===== config.mk =====
export PLATFORM = sky130hd
export DESIGN_NAME = fft_bit_reverse_buffer
export DESIGN_NICKNAME = d
export VERILOG_FILES = /design/src/rtl/fft_bit_reverse_buffer.sv
export SDC_FILE = /design/constraint.sdc
export NUM_CORES = 1
export LEC_CHECK = 0
export BUFFER_PORTS_ARGS = -buffer_cell sky130_fd_sc_hd__buf_2
export CAP_MARGIN = 20
export CELL_PAD_IN_SITES_DETAIL_PLACEMENT = 1
export CELL_PAD_IN_SITES_GLOBAL_PLACEMENT = 1
export CORE_ASPECT_RATIO = 0.75
export CORE_UTILIZATION = 57
export CTS_BUF_LIST = sky130_fd_sc_hd__clkbuf_4 sky130_fd_sc_hd__clkbuf_8 sky130_fd_sc_hd__clkbuf_16
export CTS_CLUSTER_SIZE = 40
export DETAILED_ROUTE_END_ITERATION = 10
export MAX_ROUTING_LAYER = met4
export PLACE_DENSITY_LB_ADDON = 0.08
export SETUP_SLACK_MARGIN = 0.3
export SLEW_MARGIN = 10
export SYNTH_ARGS = -nofsm -noshare
export SYNTH_HDL_FRONTEND = slang
export SYNTH_SLANG_ARGS = --single-unit

===== constraint.sdc =====
create_clock -name clk_i -period 18.21 [get_ports clk_i]
set_clock_uncertainty 0.1 [all_clocks]
set_input_delay 1.821 -clock clk_i [delete_from_list [all_inputs] [get_ports clk_i]]
set_output_delay 1.821 -clock clk_i [all_outputs]
set_load 0.01 [all_outputs]

===== src/rtl/fft_bit_reverse_buffer.sv =====
// Single-frame reorder buffer ahead of the first radix-2 DIT butterfly stage.
// A frame is captured in natural order, then replayed in bit-reversed index order.
// Loading and draining never overlap; upstream is stalled while a frame drains.
module fft_bit_reverse_buffer #(
    parameter int unsigned n         = 32,
    parameter int unsigned N_SAMPLES = 8
) (
    input  logic         clk_i,
    input  logic         reset_i,
    input  logic         recv_val_i,
    output logic         recv_rdy_o,
    input  logic [n-1:0] recv_r_i,
    input  logic [n-1:0] recv_c_i,
    output logic         send_val_o,
    input  logic         send_rdy_i,
    output logic [n-1:0] send_r_o,
    output logic [n-1:0] send_c_o,
    output logic         send_last_o
);

    localparam int unsigned     LogN    = $clog2(N_SAMPLES);
    localparam logic [LogN-1:0] LastIdx = LogN'(N_SAMPLES - 1);

    typedef enum logic {
        StLoad,
        StDrain
    } state_e;

    state_e            state_q, state_d;
    logic [LogN-1:0]   wr_ptr_q, wr_ptr_d;
    logic [LogN-1:0]   rd_ptr_q, rd_ptr_d;
    logic [LogN-1:0]   rd_addr;
    logic              wr_en;
    logic [2*n-1:0]    rd_word;

    // Sample storage; deliberately not reset, contents are meaningless until written.
    logic [2*n-1:0]    mem_q [N_SAMPLES];

    // Mirror the read pointer bits to get the bit-reversed read address.
    always_comb begin
        rd_addr = '0;
        for (int unsigned i = 0; i < LogN; i++) begin
            rd_addr[i] = rd_ptr_q[LogN-1-i];
        end
    end

    assign rd_word = mem_q[rd_addr];

    // Next-state, pointer updates and outputs; outputs depend only on state and pointers.
    always_comb begin
        state_d     = state_q;
        wr_ptr_d    = wr_ptr_q;
        rd_ptr_d    = rd_ptr_q;
        wr_en       = 1'b0;
        recv_rdy_o  = 1'b0;
        send_val_o  = 1'b0;
        send_r_o    = '0;
        send_c_o    = '0;
        send_last_o = 1'b0;

        unique case (state_q)
            StLoad: begin
                recv_rdy_o = 1'b1;
                if (recv_val_i) begin
                    wr_en    = 1'b1;
                    // Pointer wraps naturally since N_SAMPLES is a power of two.
                    wr_ptr_d = wr_ptr_q + 1'b1;
                    if (wr_ptr_q == LastIdx) begin
                        state_d = StDrain;
                    end
                end
            end
            StDrain: begin
                send_val_o  = 1'b1;
                send_r_o    = rd_word[2*n-1:n];
                send_c_o    = rd_word[n-1:0];
                send_last_o = (rd_ptr_q == LastIdx);
                if (send_rdy_i) begin
                    rd_ptr_d = rd_ptr_q + 1'b1;
                    if (rd_ptr_q == LastIdx) begin
                        state_d = StLoad;
                    end
                end
            end
            default: begin
                state_d = StLoad;
            end
        endcase
    end

    // State and pointer registers with asynchronous active-high reset.
    always_ff @(posedge clk_i or posedge reset_i) begin
        if (reset_i) begin
            state_q  <= StLoad;
            wr_ptr_q <= '0;
            rd_ptr_q <= '0;
        end else begin
            state_q  <= state_d;
            wr_ptr_q <= wr_ptr_d;
            rd_ptr_q <= rd_ptr_d;
        end
    end

    // Capture accepted samples at the natural-order write pointer.
    always_ff @(posedge clk_i) begin
        if (wr_en) begin
            mem_q[wr_ptr_q] <= {recv_r_i, recv_c_i};
        end
    end

endmodule

==> results.md <==
- The number of cells after detailed placement is 1543.
- The top fanout value on the critical path is 41.
- The critical path goes through buf_4 > or2_2 > buf_4 > o221ai_1 > a21oi_1 > buf_2.
- CTS built an H-tree with a depth of 2.
- Of the total synthesized cell area, the portion taken by full adders, half adders and majority gates is 0.00249.
- In this run the most critical hold path is launched from wr_ptr_q[2].
- The synthesized instance count is 993.
- The weighted congestion reported at the end of routability-driven placement is 0.727.
- In this run the post-CTS setup repair buffer count came out at 0.
- The commonest cells after synthesis are 512 x sky130_fd_sc_hd__edfxtp_1, 132 x sky130_fd_sc_hd__mux2_2, 66 x sky130_fd_sc_hd__a21oi_1, 66 x sky130_fd_sc_hd__inv_1.
- The maximum clock frequency is 0.168 GHz.
- The detailed-router iteration count before antenna repair is 5.
- The final cell count without fillers is 1633.
- Summing all flip-flop and latch instances after layout gives 0.0156 mm².
- The average wire per standard cell is 27.1 µm.
- The routed wire length is 44.3 mm.
- Summed over all failing endpoints, the final setup total negative slack is 0 ps.
- The run finished with clean final reports.
- Across all setup checks in the final design, the least slack found is 12250 ps.
- The clock latency at the later pin of the worst-skew pair is 560 ps.
- Summing over every cut layer, the via total after detailed routing is 9956.
- The maximum buffer depth of the clock tree is 3.
- Of the total synthesized cell area, the portion taken by XOR and XNOR cells is 0.000871.
- In this run the critical register-to-register path is launched from state_q.
- The die extent in y is 165 µm.
- The peak ir drop on the vdd network is 0.000106 V.
- The final setup violation count is 0.
- Of the cells placed in the final design, the portion with a size suffix greater than 1 is 0.371.
- The worst hold margin is 482 ps.
- Summing all multi-input logic gate instances after layout gives 0.00404 mm².
- Clock-pin slew was measured on the worst setup and hold paths at 60 ps.
- After synthesis, the largest family of logic cells by area is multiplexers.
- The time the final worst path needs with I/O delays and setup is 5960 ps.
- The worst setup path is launched from a register.
- The number of antenna violations at the first check in global routing is 1.
- During I/O placement, the number of pins put on the boundary was 135.
- Gates resized during post-CTS repair numbered 0.
- Of the post-synthesis cell area, the dominant cell type holds 0.765.
- The worst hold path belongs to the class reg2reg.
- The half-perimeter wire length after detailed placement is 23.9 mm.
- Setup repair after global routing left no endpoint under its margin.
- The critical path data required time is 16290 ps.
- For this run, the register share of the synthesized area comes to 0.773.
- Yosys attributes the largest share of cell area to sky130_fd_sc_hd__edfxtp_1 76%, sky130_fd_sc_hd__mux2_2 7.4%, sky130_fd_sc_hd__mux4_2 7.2%, sky130_fd_sc_hd__o221ai_1 2.8%, sky130_fd_sc_hd__a21oi_1 1.6%.
- The start-to-end type of the worst setup path is reg2out.
- In the global route stage, overall resource usage came out at 0.259.
- The relative area change from synthesis to final layout is 13.3%.
- The post-synthesis simple-gate area fraction is 0.00436.
- The reported max-cap violation count is 0.
- The async set-reset flop share out of synthesis is 0.0135.
- Among all flip-flop cells after synthesis, the most frequent one is sky130_fd_sc_hd__edfxtp_1.
- On the critical path the largest part of the delay comes from buffers and inverters.
- The cell area after technology mapping is 0.0201 mm².
- The number of nets with antenna violations after detailed routing is 0.
- Dividing the detail-routed via count by the number of cells gives 6.10.
- Dividing the final minimum period by the clock period gives 0.327.
- The number of warnings issued by yosys is 0.
- In this run, synthesis inferred 512 flip-flops with an integrated enable.
- The number of global-route vias before repair was 10700.
- At the placement stage, the worst setup path has a slack of 12820 ps.
- The initial core utilization is 0.580.
- The kind of capture point of the worst setup path is a primary output.
- TritonCTS built the clock tree.
- The pin count of the biggest net entering global routing is 68.
- The global-route wire length before repair is 65.8 mm.
- The power density over the cells is 153 mW/mm².
- For this design, the sink count on the clock tree is 519.
- At the worst endpoint, the arrival time is 4040 ps.
- The full die area is 0.0360 mm².
- The number of placement rows is 59.
- In this run the clock root is driven by a sky130_fd_sc_hd__clkbuf_16.
- The synthesized area per cell is 20.3 µm².
- The quantity of I/O buffers inserted on ports is 134.
- In this run, the number of DRC markers left after iteration 0 of detailed routing was 777.
- For this run, design rule violations remaining after detail routing come to 0.
- After floorplanning, the core was sized to cover 0.0347 mm².
- Together, buffers and inverters on the worst path number 3.
- The number of synthesized register bits is 519.
- Buffers inserted to repair hold after CTS numbered 0.
- Of the post-synthesis cell area, the part taken by muxes is 0.146.
- Synthesis produced a netlist with a net count of 1065.
- The biggest area consumer among synthesized cells is sky130_fd_sc_hd__edfxtp_1.
- The hold-critical path endpoint is wr_ptr_q[2].
- Counting stages on the worst path, the most repeated cell is sky130_fd_sc_hd__buf_4.
- The count of filler cells inserted in the layout is 2892.
- The endpoint identified for the worst register-to-register timing path is mem_q[2][48].
- Counting instances, the worst hold path has a depth of 1.
- The number of hold violations in the final report is 0.
- The share of the synthesized area in compound gates (AO/OA/AOI/OAI) is 0.0443.
- The horizontal extent of the die is 219 µm.
- The final layout contains 1211 nets.
- For this design, the slowest cell found on the critical path is sky130_fd_sc_hd__dfrtp_2.
- The worst reg2reg path depth is 5.
- The most common cell in the synthesized netlist is sky130_fd_sc_hd__edfxtp_1.
- The transition time at the pin with the least slew margin is 1080 ps.
- After global routing the overflow that remains totals 0.
- The analysis attributes to cell leakage a power of 7.68 nW.
- The max-slew headroom at the worst pin is 0.277.
- Buffers inserted during clock tree synthesis total 49.
- Synthesis instantiated 23 different standard cells from the library.
- The critical path's largest stage delay is 970 ps.
- The final count of pins violating max slew is 0.
- For flop-to-flop paths, the worst setup slack is 14310 ps.
## worst max-delay path by stage
stage	from	end	slack, ps	cells after the start
after floorplan	recv_val_i	mem_q[0][0]	10910	3
after global placement	rd_ptr_q[0]	send_r_o[1]	12950	6
after detailed placement	rd_ptr_q[0]	send_r_o[19]	12820	6
after CTS	rd_ptr_q[0]	send_r_o[19]	12230	6
after global routing	rd_ptr_q[0]	send_r_o[7]	12100	6
final	rd_ptr_q[0]	send_r_o[15]	12250	6
## flip-flops by register name (all words and copies together) (netlist names)
register  cells
rd_ptr_q      3
wr_ptr_q      3
mem_q       512
state_q       1
## cells in the final DEF, fill, tap and decap left out, drive strengths merged, types with 2 or more instances in the layout
cell type,count
clkbuf,66
mux2,132
nor3,2
a21oi,66
o221ai,64
buf,153
mux4,64
nand2,3
dfrtp,7
bufinv,2
ha,4
nor2,6
inv,67
edfxtp,512
clkinv,17
nand2b,4
## final cells by class
cell class                      count  share of cell area
Timing Repair Buffer              153              0.0380
Clock inverter                     21             0.00632
Sequential cell                   519               0.683
Inverter                           66              0.0109
Clock buffer                       66              0.0594
Antenna cell                        1            0.000110
Tap cell                          457              0.0251
Multi-Input combinational cell    350               0.177
## per-layer routing
| metal | wire (µm) | vias to the layer above | track usage |
|---|---|---|---|
| li1 | - | 4318 | - |
| met1 | 19200 | 5312 | 0.350 |
| met2 | 22300 | 254 | 0.421 |
| met3 | 1970 | 72 | 0.0370 |
| met4 | 840 | 0 | 0.0634 |
| met5 | 0 | - | - |
## stage by stage
stage	util	area (µm²)	power (mW)
after floorplan	-	20100	2.21
after global placement	0.611	21200	2.52
after detailed placement	0.612	21200	2.56
after CTS	0.655	22700	3.52
after global routing	0.657	22800	3.63
final	0.657	22800	3.49
## logic make-up after synthesis
kind of cell / count (synthesis)
xor gates and xnor gates: 2
muxes: 196
and+or+nand+nor: 18
adders and majority gates: 4
AOI/OAI and AO/OA: 130
buffers and inverters: 124
DFF: 519
## worst reg2reg max path: stages, from the launching register on
cell and delay, ps:
sky130_fd_sc_hd__dfrtp_2 580, sky130_fd_sc_hd__buf_4 420, sky130_fd_sc_hd__nor2b_1 460, sky130_fd_sc_hd__nand2b_1 340
sky130_fd_sc_hd__nor2_4 880, sky130_fd_sc_hd__buf_4 700
## where the power goes
part	total (mW)	switching, mW	internal [mW]
Clock	0.966	0.418	0.548
Sequential	1.48	0.0660	1.42
Combinational	1.04	0.601	0.442
Total	3.49	1.08	2.41
No activity file was read; power rests on OpenSTA's default activity.
